## config.mk

```make
export PLATFORM = sky130hd
export DESIGN_NAME = seq_ctrl
export DESIGN_NICKNAME = d
export VERILOG_FILES = /design/src/rtl/seq_pkg.sv /design/src/rtl/fetch_wdog.sv /design/src/rtl/seq_ctrl.sv
export SDC_FILE = /design/constraint.sdc
export NUM_CORES = 1
export LEC_CHECK = 0
export CORE_UTILIZATION = 46
export CTS_BUF_LIST = sky130_fd_sc_hd__clkbuf_16
export DETAILED_ROUTE_END_ITERATION = 12
export PLACE_DENSITY_LB_ADDON = 0.15
export SYNTH_ARGS = -nofsm -noshare
export SYNTH_HDL_FRONTEND = slang
export SYNTH_HIERARCHICAL = 1
export SYNTH_SLANG_ARGS = --single-unit
```

## constraint.sdc

```tcl
create_clock -name clk -period 2.3 [get_ports clk]
set_clock_uncertainty 0.1 [all_clocks]
set_input_delay 0.575 -clock clk [delete_from_list [all_inputs] [get_ports clk]]
set_output_delay 0.575 -clock clk [all_outputs]
set_load 0.02 [all_outputs]
```

## src/rtl/seq_pkg.sv

```systemverilog
// seq_pkg: shared state encoding for the instruction sequencer.
package seq_pkg;
  typedef enum logic [1:0] {
    S_IDLE   = 2'b00,
    S_FETCH  = 2'b01,
    S_EXEC   = 2'b10,
    S_UPDATE = 2'b11
  } state_t;
endpackage

```

## src/rtl/fetch_wdog.sv

```systemverilog
// fetch_wdog: counts FETCH cycles without ack and flags the TMO-th one.
// Ports: clk, reset (async, active-low), en_i (in FETCH and no ack this cycle),
//        expire_o (the TMO-th unacknowledged FETCH cycle is ending).
module fetch_wdog #(
  parameter int TMO = 15
) (
  input  logic clk,
  input  logic reset,
  input  logic en_i,
  output logic expire_o
);
  localparam int TW = $clog2(TMO + 1);
  logic [TW-1:0] timer_q, timer_d;
  assign expire_o = en_i && timer_q == TW'(TMO - 1);
  // Dropping en_i means FETCH is being left (or never entered), so the count restarts.
  assign timer_d = (!en_i || expire_o) ? '0 : timer_q + TW'(1);
  always_ff @(posedge clk or negedge reset)
    if (!reset) timer_q <= '0;
    else timer_q <= timer_d;
endmodule

```

## src/rtl/seq_ctrl.sv

```systemverilog
// seq_ctrl: multi-cycle IDLE/FETCH/EXEC/UPDATE instruction sequencer.
// Ports: clk, reset (async, active-low); run_i/step_i/halt_i control;
//        imem_req_o/imem_addr_o/imem_ack_i/imem_rdata_i fetch handshake;
//        exec_start_o/exec_done_i/br_taken_i/br_target_i execute interface;
//        ir_o, pc_o, cs_o, busy_o, fault_o (sticky timeout), retired_o.
module seq_ctrl
  import seq_pkg::*;
#(
  parameter int AW  = 8,
  parameter int DW  = 16,
  parameter int TMO = 15,
  parameter int CW  = 16
) (
  input  logic          clk,
  input  logic          reset,
  input  logic          run_i,
  input  logic          step_i,
  input  logic          halt_i,
  output logic          imem_req_o,
  output logic [AW-1:0] imem_addr_o,
  input  logic          imem_ack_i,
  input  logic [DW-1:0] imem_rdata_i,
  output logic [DW-1:0] ir_o,
  output logic          exec_start_o,
  input  logic          exec_done_i,
  input  logic          br_taken_i,
  input  logic [AW-1:0] br_target_i,
  output logic [AW-1:0] pc_o,
  output logic [1:0]    cs_o,
  output logic          busy_o,
  output logic          fault_o,
  output logic [CW-1:0] retired_o
);
  state_t        cs_q, cs_d;
  logic [AW-1:0] pc_q, pc_d, br_target_q, br_target_d;
  logic [DW-1:0] ir_q, ir_d;
  logic [CW-1:0] retired_q, retired_d;
  logic          fault_q, fault_d, step_mode_q, step_mode_d, halt_pend_q, halt_pend_d;
  logic          exec_start_q, exec_start_d, br_taken_q, br_taken_d, expire;

  fetch_wdog #(.TMO(TMO)) u_wdog (
    .clk      (clk),
    .reset    (reset),
    .en_i     (cs_q == S_FETCH && !imem_ack_i),
    .expire_o (expire)
  );

  always_comb begin
    cs_d         = cs_q;
    pc_d         = pc_q;
    ir_d         = ir_q;
    retired_d    = retired_q;
    fault_d      = fault_q;
    step_mode_d  = step_mode_q;
    halt_pend_d  = halt_pend_q || (halt_i && cs_q != S_IDLE);
    br_taken_d   = br_taken_q;
    br_target_d  = br_target_q;
    exec_start_d = 1'b0;
    case (cs_q)
      S_IDLE:
        if (!halt_i && (run_i || step_i)) begin
          cs_d        = S_FETCH;
          step_mode_d = !run_i;
          fault_d     = 1'b0;
        end
      S_FETCH:
        if (imem_ack_i) begin
          ir_d         = imem_rdata_i;
          cs_d         = S_EXEC;
          exec_start_d = 1'b1;
        end else if (expire) begin
          fault_d = 1'b1;
          cs_d    = S_IDLE;
        end
      // exec_start_q marks the start cycle, in which done is not yet meaningful.
      S_EXEC:
        if (exec_done_i && !exec_start_q) begin
          br_taken_d  = br_taken_i;
          br_target_d = br_target_i;
          cs_d        = S_UPDATE;
        end
      default: begin
        pc_d      = br_taken_q ? br_target_q : pc_q + AW'(1);
        retired_d = retired_q + CW'(1);
        cs_d      = (halt_pend_q || step_mode_q || halt_i) ? S_IDLE : S_FETCH;
      end
    endcase
    if (cs_d == S_IDLE) halt_pend_d = 1'b0;
  end

  always_ff @(posedge clk or negedge reset)
    if (!reset) begin
      cs_q         <= S_IDLE;
      pc_q         <= '0;
      ir_q         <= '0;
      retired_q    <= '0;
      fault_q      <= 1'b0;
      step_mode_q  <= 1'b0;
      halt_pend_q  <= 1'b0;
      exec_start_q <= 1'b0;
      br_taken_q   <= 1'b0;
      br_target_q  <= '0;
    end else begin
      cs_q         <= cs_d;
      pc_q         <= pc_d;
      ir_q         <= ir_d;
      retired_q    <= retired_d;
      fault_q      <= fault_d;
      step_mode_q  <= step_mode_d;
      halt_pend_q  <= halt_pend_d;
      exec_start_q <= exec_start_d;
      br_taken_q   <= br_taken_d;
      br_target_q  <= br_target_d;
    end

  assign imem_req_o   = cs_q == S_FETCH;
  assign imem_addr_o  = pc_q;
  assign ir_o         = ir_q;
  assign exec_start_o = exec_start_q;
  assign pc_o         = pc_q;
  assign cs_o         = cs_q;
  assign busy_o       = cs_q != S_IDLE;
  assign fault_o      = fault_q;
  assign retired_o    = retired_q;
endmodule

```

Yosys cells after proc, flatten, opt, wreduce, memory -nomap -nowiden. Index checks and enable logic that the tools add are counted.

Register bits: 59. Latch bits: 0. Memory bits (writable): 0. ROM bits: 0. Input port bits: 32. Output and inout port bits: 54. Word-level logic and storage cells: 59. Memories kept: 0.

$add $sub $neg: 3. Multipliers: 0. Divide/modulo/power cells: 0. $lt $le $gt $ge: 0. Equal/unequal tests: 6. Shift-type cells: 0. Muxes and demuxes: 15. Bitwise operators: 0. Reductions and logical operators: 24.

Operators by type and width (count): adder 16 x 1 -> 16 bit, second input constant (1); adder 8 x 1 -> 8 bit, second input constant (1); two-way mux 2 bit (4); two-way mux 8 bit (1); two-way mux 1 bit (7); case mux 2 bit (3 select lines) (1); AND reduction 2 bit (3); logical AND 1 bit (5); zero test 1 bit (5); logical OR 1 bit (5); adder 4 x 1 -> 4 bit, second input constant (1); equality test 4 bit, second input constant (1); zero test 2 bit (2); two-way mux 4 bit (1); != test 2 bit, second input constant (2); AND reduction 4 bit (1); nonzero test 2 bit (2); OR reduction 3 bit (1); equality test 2 x 1 -> 1 bit, second input constant (1); equality test 2 bit, second input constant (1); != test 2 x 1 -> 1 bit, second input constant (1); case mux 1 bit (2 select lines) (1).

Logic depth before layout (Yosys ltp). Gate-level depths: netlist of the first run.

Depth in word-level cells: 8. Depth in mapped cells: 9. Mapped depth without buffers: 9.

Cells and area by module. The synthesis of the first run kept the hierarchy.

By module, submodules not included: seq_ctrl (times used 1, cells each 205, area each 2431.1 µm², seq. area each 1376.3 µm²); fetch_wdog (times used 1, cells each 20, area each 209.0 µm², seq. area each 100.1 µm²).

Least setup slack after synthesis of the first run. OpenSTA, ideal clock, no wires.

Path kind: register to register. From: register cs_q[1], in the netlist cs_o[1]. To: register halt_pend_q. Arrival time: 1711 ps. Required time: 2070 ps. Path slack: 359 ps. Cell stages (with the launch flop): 7. Path buffers: 0. Clock period less this slack: 1941 ps. Cell sequence: dfrtp_1 and2b_1 nor2b_1 and2_1 inv_1 a211oi_2 a31oi_1.

Word-level cells in the longest chain between the ends: 8. Elaborated cells on any way between the ends: 15. Classes of those cells: 2 x eq/ne; 6 x mux; 7 x reduce/logical.

RTL lines: from (decl) (line seq_ctrl.sv:34) `state_t cs_q, cs_d;`; from (signal assigned) (line seq_ctrl.sv:104) `cs_q <= cs_d;`; equality test 2 x 1 -> 1 bit; named net imem_req_o (line seq_ctrl.sv:19) `output logic imem_req_o,`; logical AND 1 bit (line seq_ctrl.sv:44) `.en_i (cs_q == S_FETCH && !imem_ack_i),`; logical AND 1 bit (line fetch_wdog.sv:14) `assign expire_o = en_i && timer_q == TW'(TMO - 1);`; named net expire (line seq_ctrl.sv:39) `logic exec_start_q, exec_start_d, br_taken_q, br_taken_d, expire;`; two-way mux 2 bit (line seq_ctrl.sv:71) `end else if (expire) begin`; two-way mux 2 bit (line seq_ctrl.sv:67) `if (imem_ack_i) begin`; case mux 2 bit (3 select lines) (line seq_ctrl.sv:59) `case (cs_q)`; zero test 2 bit (line seq_ctrl.sv:88) `if (cs_d == S_IDLE) halt_pend_d = 1'b0;`; two-way mux 1 bit (line seq_ctrl.sv:88); named net halt_pend_d (line seq_ctrl.sv:38) `logic fault_q, fault_d, step_mode_q, step_mode_d, halt_pend_q, halt_pend_d;`; to (signal assigned) (line seq_ctrl.sv:110) `halt_pend_q <= halt_pend_d;`; to (decl) (line seq_ctrl.sv:38).

The timed path passes the listed nets, and every way through them passes these cells. A chain may end at the register's enable or synchronous reset.

Worst setup path in the final report of the first run.
From: register pc_q[3], in the netlist imem_addr_o[3]. To: output port imem_addr_o[3].

RTL lines: from (decl) (line seq_ctrl.sv:35) `logic [AW-1:0] pc_q, pc_d, br_target_q, br_target_d;`; from (signal assigned) (line seq_ctrl.sv:105) `pc_q <= pc_d;`; to (decl) (line seq_ctrl.sv:20) `output logic [AW-1:0] imem_addr_o,`.

No word-level cell between the ends.

==> metrics.md, run 1 <==
| Metric | Value |
|---|---|
| Worst Max-Slew Pin Slew | `612.4 ps` |
| Routability Congestion | `0.7518` |
| Clock latency of the later-clocked register in the worst-skew pair | `320 ps` |
| Mapped Nets | `261` |
| Fraction of the mapped netlist area in adder cells | `1.896%` |
| DRT Pass-1 Iters | `4` |
| Root cell of the clock tree | `sky130_fd_sc_hd__clkbuf_16` |
| Area share of and/or/nand/nor cells after synthesis | `14.08%` |
| Power per Cell Area | `1316 nW/µm²` |
| Max_slew headroom | `59.17%` |
| Final setup viols | `0` |
| # clock sinks | `59` |
| Overflow after GRT | `0` |
| Startpoint type of the worst setup path | `flop` |
| Biggest area consumer among synthesized cells | `sky130_fd_sc_hd__dfrtp_1` |
| Critical path startpoint | `imem_addr_o[3]` |
| Count of pins over their slew limit | `0` |
| Setup repair after global routing missed its margin | `false` |
| Via count | `1950` |
| Outcome | `finished, final reports clean` |
| Final Hold Vio Count | `0` |
| Maximum buffer depth of the clock tree | `2` |
| Setup_tns | `0 ps` |
| Most instantiated flip-flop cell in the synthesis netlist | `sky130_fd_sc_hd__dfrtp_1` |
| Async set-reset flop share out of synthesis | `100.0%` |
| Total power | `5.008 mW` |
| DPL Wire Length | `3656 µm` |
| Fin nets | `347` |
| Complex-gate fraction of the synthesized area | `7.630%` |
| IO buf count | `85` |
| Total number of placement rows | `27` |
| Number of warnings issued by yosys | `6` |
| Post-layout min period | `2165 ps` |
| Die Area | `6046 µm²` |
| Fraction of layout instances using a drive strength above 1 | `8.544%` |
| Final clock period utilization by the worst path | `94.13%` |
| Critical path capture point type | `output port` |
| Slowest-stage cell, CP | `sky130_fd_sc_hd__clkdlybuf4s50_1` |
| Largest cells by area after synthesis | `sky130_fd_sc_hd__dfrtp_1, sky130_fd_sc_hd__mux2_1, sky130_fd_sc_hd__xnor2_1` |
| Largest family of logic cells by synthesized area | `simple AND/OR/NAND/NOR gates` |
| Critical path class | `reg -> out` |
| Required arrival time at the worst endpoint | `1620 ps` |
| Vias in the first global route | `1977` |
| Initial cell density of the core | `47.94%` |
| Layout fillers | `421` |
| Distinct cells, synth | `46` |
| Category of cells accounting for the largest share of critical-path delay | `buffers and inverters` |
| Busiest metal layer after global routing | `met2` |
| Crit-path max FO | `8` |
| Post-CTS Setup Bufs | `0` |
| Met3 capacity usage during global routing | `4.471%` |
| Chip Width | `77.76 µm` |
| Cell count after synthesis | `225` |
| CTS tree | `done` |
| Count of state elements after synthesis | `59` |
| Cell with the most instances after synthesis | `sky130_fd_sc_hd__dfrtp_1` |
| Core Box Area | `5507 µm²` |
| Delay of the slowest cell on the worst path | `670 ps` |
| Average routed wire per standard cell | `13.90 µm` |
| Top-Level Pins | `86` |
| Area growth from synthesis to layout | `44.12%` |
| Aggregate global-route resource usage | `19.82%` |
| Peak supply drop | `0.7953 mV` |
| Share of synthesized area occupied by flip-flops and latches | `55.92%` |
| Multi-input combinational cell area | `1046 µm²` |
| Cell leakage power | `1.606 nW` |
| Share of the synthesized netlist area taken by xor and xnor gates | `4.976%` |
| Synthesized area divided by synthesized cell count | `11.73 µm²` |
| Largest net degree at the start of global routing | `60` |
| Highest clock rate | `461.9 MHz` |
| Worst R2R Setup Slack | `630 ps` |
| Cell types with the highest counts after synthesis | `sky130_fd_sc_hd__dfrtp_1, sky130_fd_sc_hd__mux2_1, sky130_fd_sc_hd__nand2_1` |
| Share of cell area taken by muxes after synthesis | `11.04%` |
| Met1 Track Usage GR | `25.02%` |
| Arrival time of the worst setup path | `1490 ps` |
| Clock buffers created by TritonCTS | `9` |
| Met2 routing resource usage after global routing | `31.68%` |
| Die span in y | `77.76 µm` |
| Post-synthesis instance area | `2640 µm²` |
| Htree depth | `3` |
| Detailed-route wire length | `5393 µm` |
| Worst R2R Start | `cs_o[1]` |
| Initial antenna violation count | `0` |
| Area of all sequential standard cells | `1476 µm²` |
| Number of cells on the critical path | `1` |
| Critical register-to-register path endpoint | `halt_pend_q` |
| Worst reg-to-reg path cell count | `6` |
| Via count normalized by instance count | `5.026` |
| Number of antenna cells inserted | `0` |
| Global-route wire length before repair | `9156 µm` |
| Remaining antenna violation count after routing | `0` |
| Crit path capture | `imem_addr_o[3]` |
| Fraction of post-synthesis cell area in the top cell type by area | `55.92%` |
| Number of synthesized flops with an enable pin | `0` |
| # Max-Cap Violations | `0` |
| Number of buffer and inverter instances along the worst setup path | `1` |
| Final design utilization | `69.10%` |
| Clock transition at the registers of the reported paths | `50 ps` |
| Worst-path cell chain | `clkdlybuf4s50_1` |
| Path type of the worst min-delay path | `in -> async` |
| # DRC | `0` |
| Number of DRC markers in iteration 0 | `71` |
==> cells by family after synthesis <==
| kind of cell | count (synthesis) |
|---|---|
| mux | 26 |
| buf+inv | 20 |
| fa+ha+maj | 4 |
| compound gates | 33 |
| flops | 59 |
| xor+xnor | 15 |
| simple gates | 68 |
==> power breakdown <==
group	switching, mW	leakage [nW]	internal, mW
clock	0.443	0.138	0.821
combinational	0.959	0.723	1.00
sequential	0.369	0.746	1.42
==> registers in the layout, indices dropped and copies added, names as in the netlist <==
name / flops
br_target_q: 8
br_taken_q: 1
cs_o: 2
fault_o: 1
ir_o: 16
retired_o: 16
u_wdog/timer_q: 4
imem_addr_o: 8
step_mode_q: 1
exec_start_o: 1
halt_pend_q: 1
==> layout by cell type, fill, tap and decap left out, drive strengths merged, types with 6 or more instances in the layout <==
cell            n
nor2           11
clkbuf          9
nand3           7
o21ai          10
nand2          20
inv             6
dfrtp          59
xnor2          14
mux2           25
a21oi          11
nand4           6
clkdlybuf4s50  82
==> metal layers <==
metal / share of wire, % / routed length [µm]
met3: 5.1 / 275
met1: 44 / 2368
met4: 1.7 / 89
met2: 49 / 2660
met5: 0 / 0
==> how the worst min path moves through the flow <==
stage	from	to	slack (ps)
CTS	reset	ir_o[1]	190
global placement	retired_o[15]	retired_o[15]	360
detailed placement	retired_o[15]	retired_o[15]	370
floorplan	reset	br_taken_q	180
finish	reset	ir_o[1]	160
global route	reset	ir_o[1]	190
==> cell type report <==
cell class	count	share of cell area [%]
well taps	72	2.368
clock buffers	9	5.919
multi-input cells	146	27.49
repair buffers	89	23.28
clock inverters	7	1.546
flip-flops and latches	59	38.80
inverters	6	0.5919
==> stage by stage <==
step / instances / hold WS, ps / worst slack, ps / area (µm²)
finish: 388 / 157.6 / 135.0 / 3805
global route: 388 / 189.0 / 81.56 / 3805
CTS: 388 / 185.2 / 125.8 / 3805
detailed placement: 372 / 373.0 / 262.9 / 3523
global placement: 372 / 359.2 / 294.1 / 3523
floorplan: 225 / 179.4 / 359.2 / 2640
==> repair_timing <==
action,CTS,global route
gates resized for setup,2,0
endpoints found under the setup margin,2,0
hold buffers,0,0
Power figures use the tool's default switching activity.
==> inputs of run 2 (changes only) <==
--- a/config.mk
+++ b/config.mk
@@ -5,6 +5,7 @@
 export SDC_FILE = /design/constraint.sdc
 export NUM_CORES = 1
 export LEC_CHECK = 0
+export CORE_MARGIN = 10
 export CORE_UTILIZATION = 46
 export CTS_BUF_LIST = sky130_fd_sc_hd__clkbuf_16
 export DETAILED_ROUTE_END_ITERATION = 12
==> run 2 against run 1 <==
  * Cell count decreased by 0.52%
  * Largest cell class unchanged
  * Routed wire length increased by 15%
  * Final area decreased by 0.30%
  * Sequential power about the same
  * Clock power about the same
  * Non-clock buffer count unchanged
  * Core utilization decreased by 0.62 points
==> metrics.md, run 2 (synthesized netlist as in run 1, its figures left out) <==
| Metric | Value |
|---|---|
| Outcome | `finished, final reports clean` |
| Clock latency of the later-clocked register in the worst-skew pair | `320 ps (about the same)` |
| Global-route wire length before repair | `9763 µm (+6.6%)` |
| Routability Congestion | `0.7697 (+2.4%)` |
| Final clock period utilization by the worst path | `93.82% (-0.31 points)` |
| Chip Width | `95.76 µm (+23%)` |
| Clock buffers created by TritonCTS | `9 (unchanged)` |
| Arrival time of the worst setup path | `1480 ps (about the same)` |
| Top-Level Pins | `86 (unchanged)` |
| Total number of placement rows | `27 (unchanged)` |
| Layout fillers | `438 (+4.0%)` |
| Highest clock rate | `463.4 MHz (+0.33%)` |
| Vias in the first global route | `1936 (-2.1%)` |
| Crit path capture | `imem_addr_o[3]` |
| Aggregate global-route resource usage | `13.91% (-5.9 points)` |
| Worst reg-to-reg path cell count | `8 (+2)` |
| Largest net degree at the start of global routing | `37 (-38%)` |
| Slowest-stage cell, CP | `sky130_fd_sc_hd__clkdlybuf4s50_1` |
| Category of cells accounting for the largest share of critical-path delay | `buffers and inverters` |
| Average routed wire per standard cell | `16.05 µm (+16%)` |
| Critical path class | `reg -> out` |
| Critical register-to-register path endpoint | `halt_pend_q` |
| Clock transition at the registers of the reported paths | `50 ps (about the same)` |
| Final Hold Vio Count | `0 (unchanged)` |
| Number of cells on the critical path | `1 (unchanged)` |
| Cell leakage power | `1.608 nW (+0.13%)` |
| Path type of the worst min-delay path | `in -> async` |
| Fin nets | `347 (unchanged)` |
| Share of total power in sequential cells | `35.5% (about the same)` |
| Cells after DPL | `372 (unchanged)` |
| Post-layout min period | `2158 ps (-7.188 ps)` |
| Power per Cell Area | `1313 nW/µm² (-0.26%)` |
| Peak supply drop | `1.075 mV (+35%)` |
| Post-CTS Setup Bufs | `0 (unchanged)` |
| Root cell of the clock tree | `sky130_fd_sc_hd__clkbuf_16` |
| Final setup viols | `0 (unchanged)` |
| Worst-path cell chain | `clkdlybuf4s50_1` |
| Die Area | `9169 µm² (+52%)` |
| Core Box Area | `5540 µm² (+0.61%)` |
| Non-filler cells in the finished layout | `386 (-0.52%)` |
| Combinational fraction of design power | `39.7% (+0.6 points)` |
| IO buf count | `85 (unchanged)` |
| Critical path capture point type | `output port` |
| Sw Pwr | `1.753 mW (-0.98%)` |
| Startpoint type of the worst setup path | `flop` |
| Crit-path max FO | `8 (unchanged)` |
| Initial antenna violation count | `0 (unchanged)` |
| Hold-fix buffer count after cts | `0 (unchanged)` |
| Number of buffer and inverter instances along the worst setup path | `1 (unchanged)` |
| Initial cell density of the core | `47.65% (-0.29 points)` |
| Detailed-route wire length | `6197 µm (+15%)` |
| Worst R2R Start | `u_wdog/timer_q[0]` |
| Via count | `1964 (+0.72%)` |
| Count of pins over their slew limit | `0 (unchanged)` |
| # clock sinks | `59 (unchanged)` |
| Die span in y | `95.76 µm (+23%)` |
| Busiest metal layer after global routing | `met2` |
| # Max-Cap Violations | `0 (unchanged)` |
| Commonest non-fill, non-tap cell in the layout | `sky130_fd_sc_hd__clkdlybuf4s50_1` |
| Via count normalized by instance count | `5.088 (+1.2%)` |
| Required arrival time at the worst endpoint | `1620 ps (about the same)` |
| Area of all sequential standard cells | `1476 µm² (unchanged)` |
| Remaining antenna violation count after routing | `0 (unchanged)` |
| CTS tree | `done` |
| Number of antenna cells inserted | `0 (unchanged)` |
| Delay of the slowest cell on the worst path | `680 ps (about the same)` |
| DPL Wire Length | `4599 µm (+26%)` |
| Sw Share | `35.20% (-0.15 points)` |
| Max_slew headroom | `57.27% (-1.9 points)` |
| Worst R2R Setup Slack | `630 ps (about the same)` |
| DRT Pass-1 Iters | `4 (unchanged)` |
| Fraction of layout instances using a drive strength above 1 | `8.280% (-0.26 points)` |
| Critical path startpoint | `imem_addr_o[3]` |
| Met2 routing resource usage after global routing | `23.25% (-8.4 points)` |
| Met1 Track Usage GR | `15.78% (-9.2 points)` |
| Setup repair after global routing missed its margin | `false` |
| # DRC | `0 (unchanged)` |
| Area growth from synthesis to layout | `43.70%` |
| Overflow after GRT | `0 (unchanged)` |
| Number of DRC markers in iteration 0 | `47 (-34%)` |
| Relative contribution of the clock network to total power | `24.7% (-0.5 points)` |
| Most frequent cells in the layout | `sky130_fd_sc_hd__clkdlybuf4s50_1, sky130_fd_sc_hd__dfrtp_1, sky130_fd_sc_hd__mux2_1` |
| Met3 capacity usage during global routing | `4.514% (+0.043 points)` |
| Htree depth | `3 (unchanged)` |
| Maximum buffer depth of the clock tree | `2 (unchanged)` |
| Multi-input combinational cell area | `1046 µm² (unchanged)` |
| Power Internal | `3.227 mW (-0.33%)` |
| Worst Max-Slew Pin Slew | `640.9 ps (+28.54 ps)` |
| Setup_tns | `0 ps (unchanged)` |
[run 2: timing repair]
| item | in CTS | in global routing |
|---|---|---|
| setup endpoints to repair | 2 | 0 |
| hold endpoints to repair | 0 | 0 |
| resized for setup | 2 | 0 |
[run 2: per-layer routing]
metal / routed length (µm) / up-vias / share of wire [%]
li1: - / 946 / -
met1: 2456 / 964 / 40
met2: 3237 / 46 / 52
met3: 410 / 8 / 6.6
met4: 93 / 0 / 1.5
met5: 0 / - / 0
[run 2: power by group through the flow]
stage | clock (mW) | sequential, mW | combinational [mW]
after floorplan | 0 | 2.02 | 0.873
after global placement | 0 | 1.77 | 2.01
after detailed placement | 0 | 1.78 | 2.03
after CTS | 1.25 | 1.77 | 2.03
after global routing | 1.30 | 1.84 | 2.13
final | 1.23 | 1.77 | 1.98
[run 2: layout make-up]
cell class,instances,area share (%)
Sequential cell,59,38.92
Multi-Input combinational cell,146,27.57
Timing Repair Buffer,89,23.35
Clock buffer,9,5.937
Tap cell,72,2.375
Clock inverter,5,1.253
Inverter,6,0.5937
[run 2: per-stage QoR]
| step | utilization, % | power (mW) | worst slack (ps) | area, µm² | hold WS [ps] |
|---|---|---|---|---|---|
| 2_1_floorplan | - | 2.897 | 359.2 | 2640 | 179.4 |
| 3_3_place_gp | 63.60 | 3.772 | 288.9 | 3523 | 362.3 |
| 3_5_place_dp | 63.60 | 3.817 | 275.2 | 3523 | 366.0 |
| 4_1_cts | 68.47 | 5.055 | 140.1 | 3794 | 166.8 |
| 5_1_grt | 68.47 | 5.273 | 80.93 | 3794 | 183.0 |
| 6_report | 68.47 | 4.980 | 142.1 | 3794 | 140.2 |
[run 2: worst min path at each step]
stage / cells past startpoint / to / slack, ps / from
6_report: 1 / ir_o[15] / 140 / reset
5_1_grt: 1 / ir_o[15] / 180 / reset
4_1_cts: 1 / ir_o[15] / 170 / reset
3_5_place_dp: 1 / br_target_q[6] / 370 / br_target_q[6]
3_3_place_gp: 1 / br_target_q[6] / 360 / br_target_q[6]
2_1_floorplan: 0 / br_taken_q / 180 / reset
==> inputs of run 3 (changes only) <==
--- a/config.mk
+++ b/config.mk
@@ -5,9 +5,10 @@
 export SDC_FILE = /design/constraint.sdc
 export NUM_CORES = 1
 export LEC_CHECK = 0
+export ABC_AREA = 0
 export CORE_MARGIN = 10
-export CORE_UTILIZATION = 46
-export CTS_BUF_LIST = sky130_fd_sc_hd__clkbuf_16
+export CORE_UTILIZATION = 47
+export CTS_BUF_LIST = sky130_fd_sc_hd__clkbuf_4 sky130_fd_sc_hd__clkbuf_8
 export DETAILED_ROUTE_END_ITERATION = 12
 export PLACE_DENSITY_LB_ADDON = 0.15
 export SYNTH_ARGS = -nofsm -noshare
==> run 3 against run 2 <==
  * Sequential power about the same
  * Clock-buffer cell count increased by 3
  * Fmax decreased by 0.50%
  * Flip-flop and latch count unchanged
  * Setup slack got worse by 11 ps
  * Non-clock buffer count unchanged
  * Core utilization decreased by 0.25 points
  * Final area decreased by 1.6%
  * First-iteration DRC count increased by 15%
  * Die area decreased by 1.7%
  * Hold slack got worse by 1.5 ps
  * Critical path depth unchanged
==> metrics.md, run 3 (synthesized netlist as in run 1, its figures left out) <==
| Metric | Value |
|---|---|
| # clock sinks | `59 (unchanged)` |
| Root cell of the clock tree | `sky130_fd_sc_hd__clkbuf_8` |
| Worst R2R Setup Slack | `580 ps (-50 ps)` |
| DRT Pass-1 Iters | `4 (unchanged)` |
| Via count | `1946 (-0.92%)` |
| Relative contribution of the clock network to total power | `21.0% (-3.7 points)` |
| # DRC | `0 (unchanged)` |
| Worst reg-to-reg path cell count | `6 (-2)` |
| Number of DRC markers in iteration 0 | `54 (+15%)` |
| Global-route wire length before repair | `9956 µm (+2.0%)` |
| Area growth from synthesis to layout | `41.42%` |
| Fraction of layout instances using a drive strength above 1 | `9.494% (+1.2 points)` |
| Maximum buffer depth of the clock tree | `2 (unchanged)` |
| Core Box Area | `5473 µm² (-1.2%)` |
| Clock transition at the registers of the reported paths | `70 ps (+20 ps)` |
| Outcome | `finished, final reports clean` |
| Peak supply drop | `0.7125 mV (-34%)` |
| Chip Width | `94.95 µm (-0.85%)` |
| Cell leakage power | `1.577 nW (-2.0%)` |
| Minimum hold slack | `138.7 ps (-1.532 ps)` |
| Die span in y | `94.95 µm (-0.85%)` |
| Overflow after GRT | `0 (unchanged)` |
| Critical register-to-register path endpoint | `halt_pend_q` |
| Post-CTS Setup Bufs | `0 (unchanged)` |
| Non-filler cells in the finished layout | `388 (+0.52%)` |
| Arrival time of the worst setup path | `1490 ps (about the same)` |
| Post-route worst setup slack | `131.4 ps (-10.75 ps)` |
| Required arrival time at the worst endpoint | `1620 ps (about the same)` |
| Share of total power in sequential cells | `37.3% (+1.8 points)` |
| Final design utilization | `68.22% (-0.25 points)` |
| Sw Pwr | `1.741 mW (-0.71%)` |
| Initial cell density of the core | `48.24% (+0.59 points)` |
| Max_slew headroom | `58.85% (+1.6 points)` |
| Remaining antenna violation count after routing | `0 (unchanged)` |
| Initial antenna violation count | `0 (unchanged)` |
| Post-layout min period | `2169 ps (+10.75 ps)` |
| Aggregate global-route resource usage | `14.30% (+0.39 points)` |
| Power Internal | `2.998 mW (-7.1%)` |
| Setup_tns | `0 ps (unchanged)` |
| Worst-path cell chain | `clkdlybuf4s50_1` |
| Vias in the first global route | `1996 (+3.1%)` |
| Highest clock rate | `461.1 MHz (-0.50%)` |
| Via count normalized by instance count | `5.015 (-1.4%)` |
| Clock buffers created by TritonCTS | `9 (unchanged)` |
| Clock latency of the later-clocked register in the worst-skew pair | `330 ps (about the same)` |
| Most frequent cells in the layout | `sky130_fd_sc_hd__clkdlybuf4s50_1, sky130_fd_sc_hd__dfrtp_1, sky130_fd_sc_hd__mux2_1` |
| Htree depth | `3 (unchanged)` |
| Crit-path max FO | `8 (unchanged)` |
| Top-Level Pins | `86 (unchanged)` |
| Category of cells accounting for the largest share of critical-path delay | `buffers and inverters` |
| Startpoint type of the worst setup path | `flop` |
| Delay of the slowest cell on the worst path | `680 ps (about the same)` |
| Number of antenna cells inserted | `0 (unchanged)` |
| Count of pins over their slew limit | `0 (unchanged)` |
| Sw Share | `36.74% (+1.5 points)` |
| Total number of placement rows | `27 (unchanged)` |
| Cells after DPL | `372 (unchanged)` |
| Die Area | `9015 µm² (-1.7%)` |
| Worst slack at placement | `261.8 ps (-13.31 ps)` |
| Critical path class | `reg -> out` |
| Worst Max-Slew Pin Slew | `617.3 ps (-23.62 ps)` |
| Critical path capture point type | `output port` |
| Path type of the worst min-delay path | `in -> async` |
| Average routed wire per standard cell | `15.67 µm (-2.4%)` |
| Routability Congestion | `0.7287 (-5.3%)` |
| Power per Cell Area | `1269 nW/µm² (-3.3%)` |
| Fin nets | `347 (unchanged)` |
| Detailed-route wire length | `6080 µm (-1.9%)` |
| Worst R2R Start | `cs_o[1]` |
| Final clock period utilization by the worst path | `94.29% (+0.47 points)` |
| Largest net degree at the start of global routing | `60 (+62%)` |
| # Max-Cap Violations | `0 (unchanged)` |
| CTS tree | `done` |
| Number of buffer and inverter instances along the worst setup path | `1 (unchanged)` |
| Combinational fraction of design power | `41.7% (+2.0 points)` |
| Final Hold Vio Count | `0 (unchanged)` |
| DPL Wire Length | `4448 µm (-3.3%)` |
| Commonest non-fill, non-tap cell in the layout | `sky130_fd_sc_hd__clkdlybuf4s50_1` |
| Slowest-stage cell, CP | `sky130_fd_sc_hd__clkdlybuf4s50_1` |
| Setup repair after global routing missed its margin | `false` |
| IO buf count | `85 (unchanged)` |
| Final setup viols | `0 (unchanged)` |
## run 3: changes by cell type in the layout (fill, tap and decap cells not counted), sizes merged
cell,change
clkbuf,+3
inv,-1
clkinv,-1
clkinvlp,+1
## run 3: timing repair
action,4_1_cts,5_1_grt
resized for setup,2,0
hold buffers,0,0
setup endpoints to repair,2,0
## run 3: power by group through the flow
stage | logic [mW] | clock network, mW | registers [mW]
6_report | 1.98 | 0.993 | 1.77
5_1_grt | 2.14 | 1.06 | 1.84
4_1_cts | 2.02 | 1.01 | 1.78
3_5_place_dp | 2.02 | 0 | 1.79
3_3_place_gp | 2.00 | 0 | 1.76
2_1_floorplan | 0.873 | 0 | 2.02
## run 3: cell type report
type	count	area, µm²
Clock buffer	12	165.2
Fill cell	461	1739
Clock inverter	4	47.55
Inverter	6	22.52
Sequential cell	59	1476
Multi-Input combinational cell	146	1046
Timing Repair Buffer	89	885.9
Tap cell	72	90.09
## run 3: routing by layer
| metal | vias up | GRT usage, % | part of all wire, % |
|---|---|---|---|
| met4 | 0 | 6.484 | 1.3 |
| met3 | 6 | 5.075 | 6.7 |
| met2 | 49 | 23.40 | 51 |
| met5 | - | 0 | 0 |
| li1 | 944 | - | - |
| met1 | 947 | 16.51 | 41 |
## run 3: worst max path at each step
stage	startpoint	end	depth (start not counted)
floorplan	cs_o[1]	halt_pend_q	6
global placement	cs_o[1]	imem_req_o	2
detailed placement	cs_o[1]	imem_req_o	2
CTS	imem_addr_o[3]	pc_o[3]	1
global route	imem_addr_o[3]	pc_o[3]	1
finish	imem_addr_o[3]	pc_o[3]	1
## run 3: metrics by stage
| step | power, mW | instance area [µm²] |
|---|---|---|
| 2_1_floorplan | 2.897 | 2640 |
| 3_3_place_gp | 3.766 | 3523 |
| 3_5_place_dp | 3.811 | 3523 |
| 4_1_cts | 4.809 | 3734 |
| 5_1_grt | 5.044 | 3734 |
| 6_report | 4.739 | 3734 |
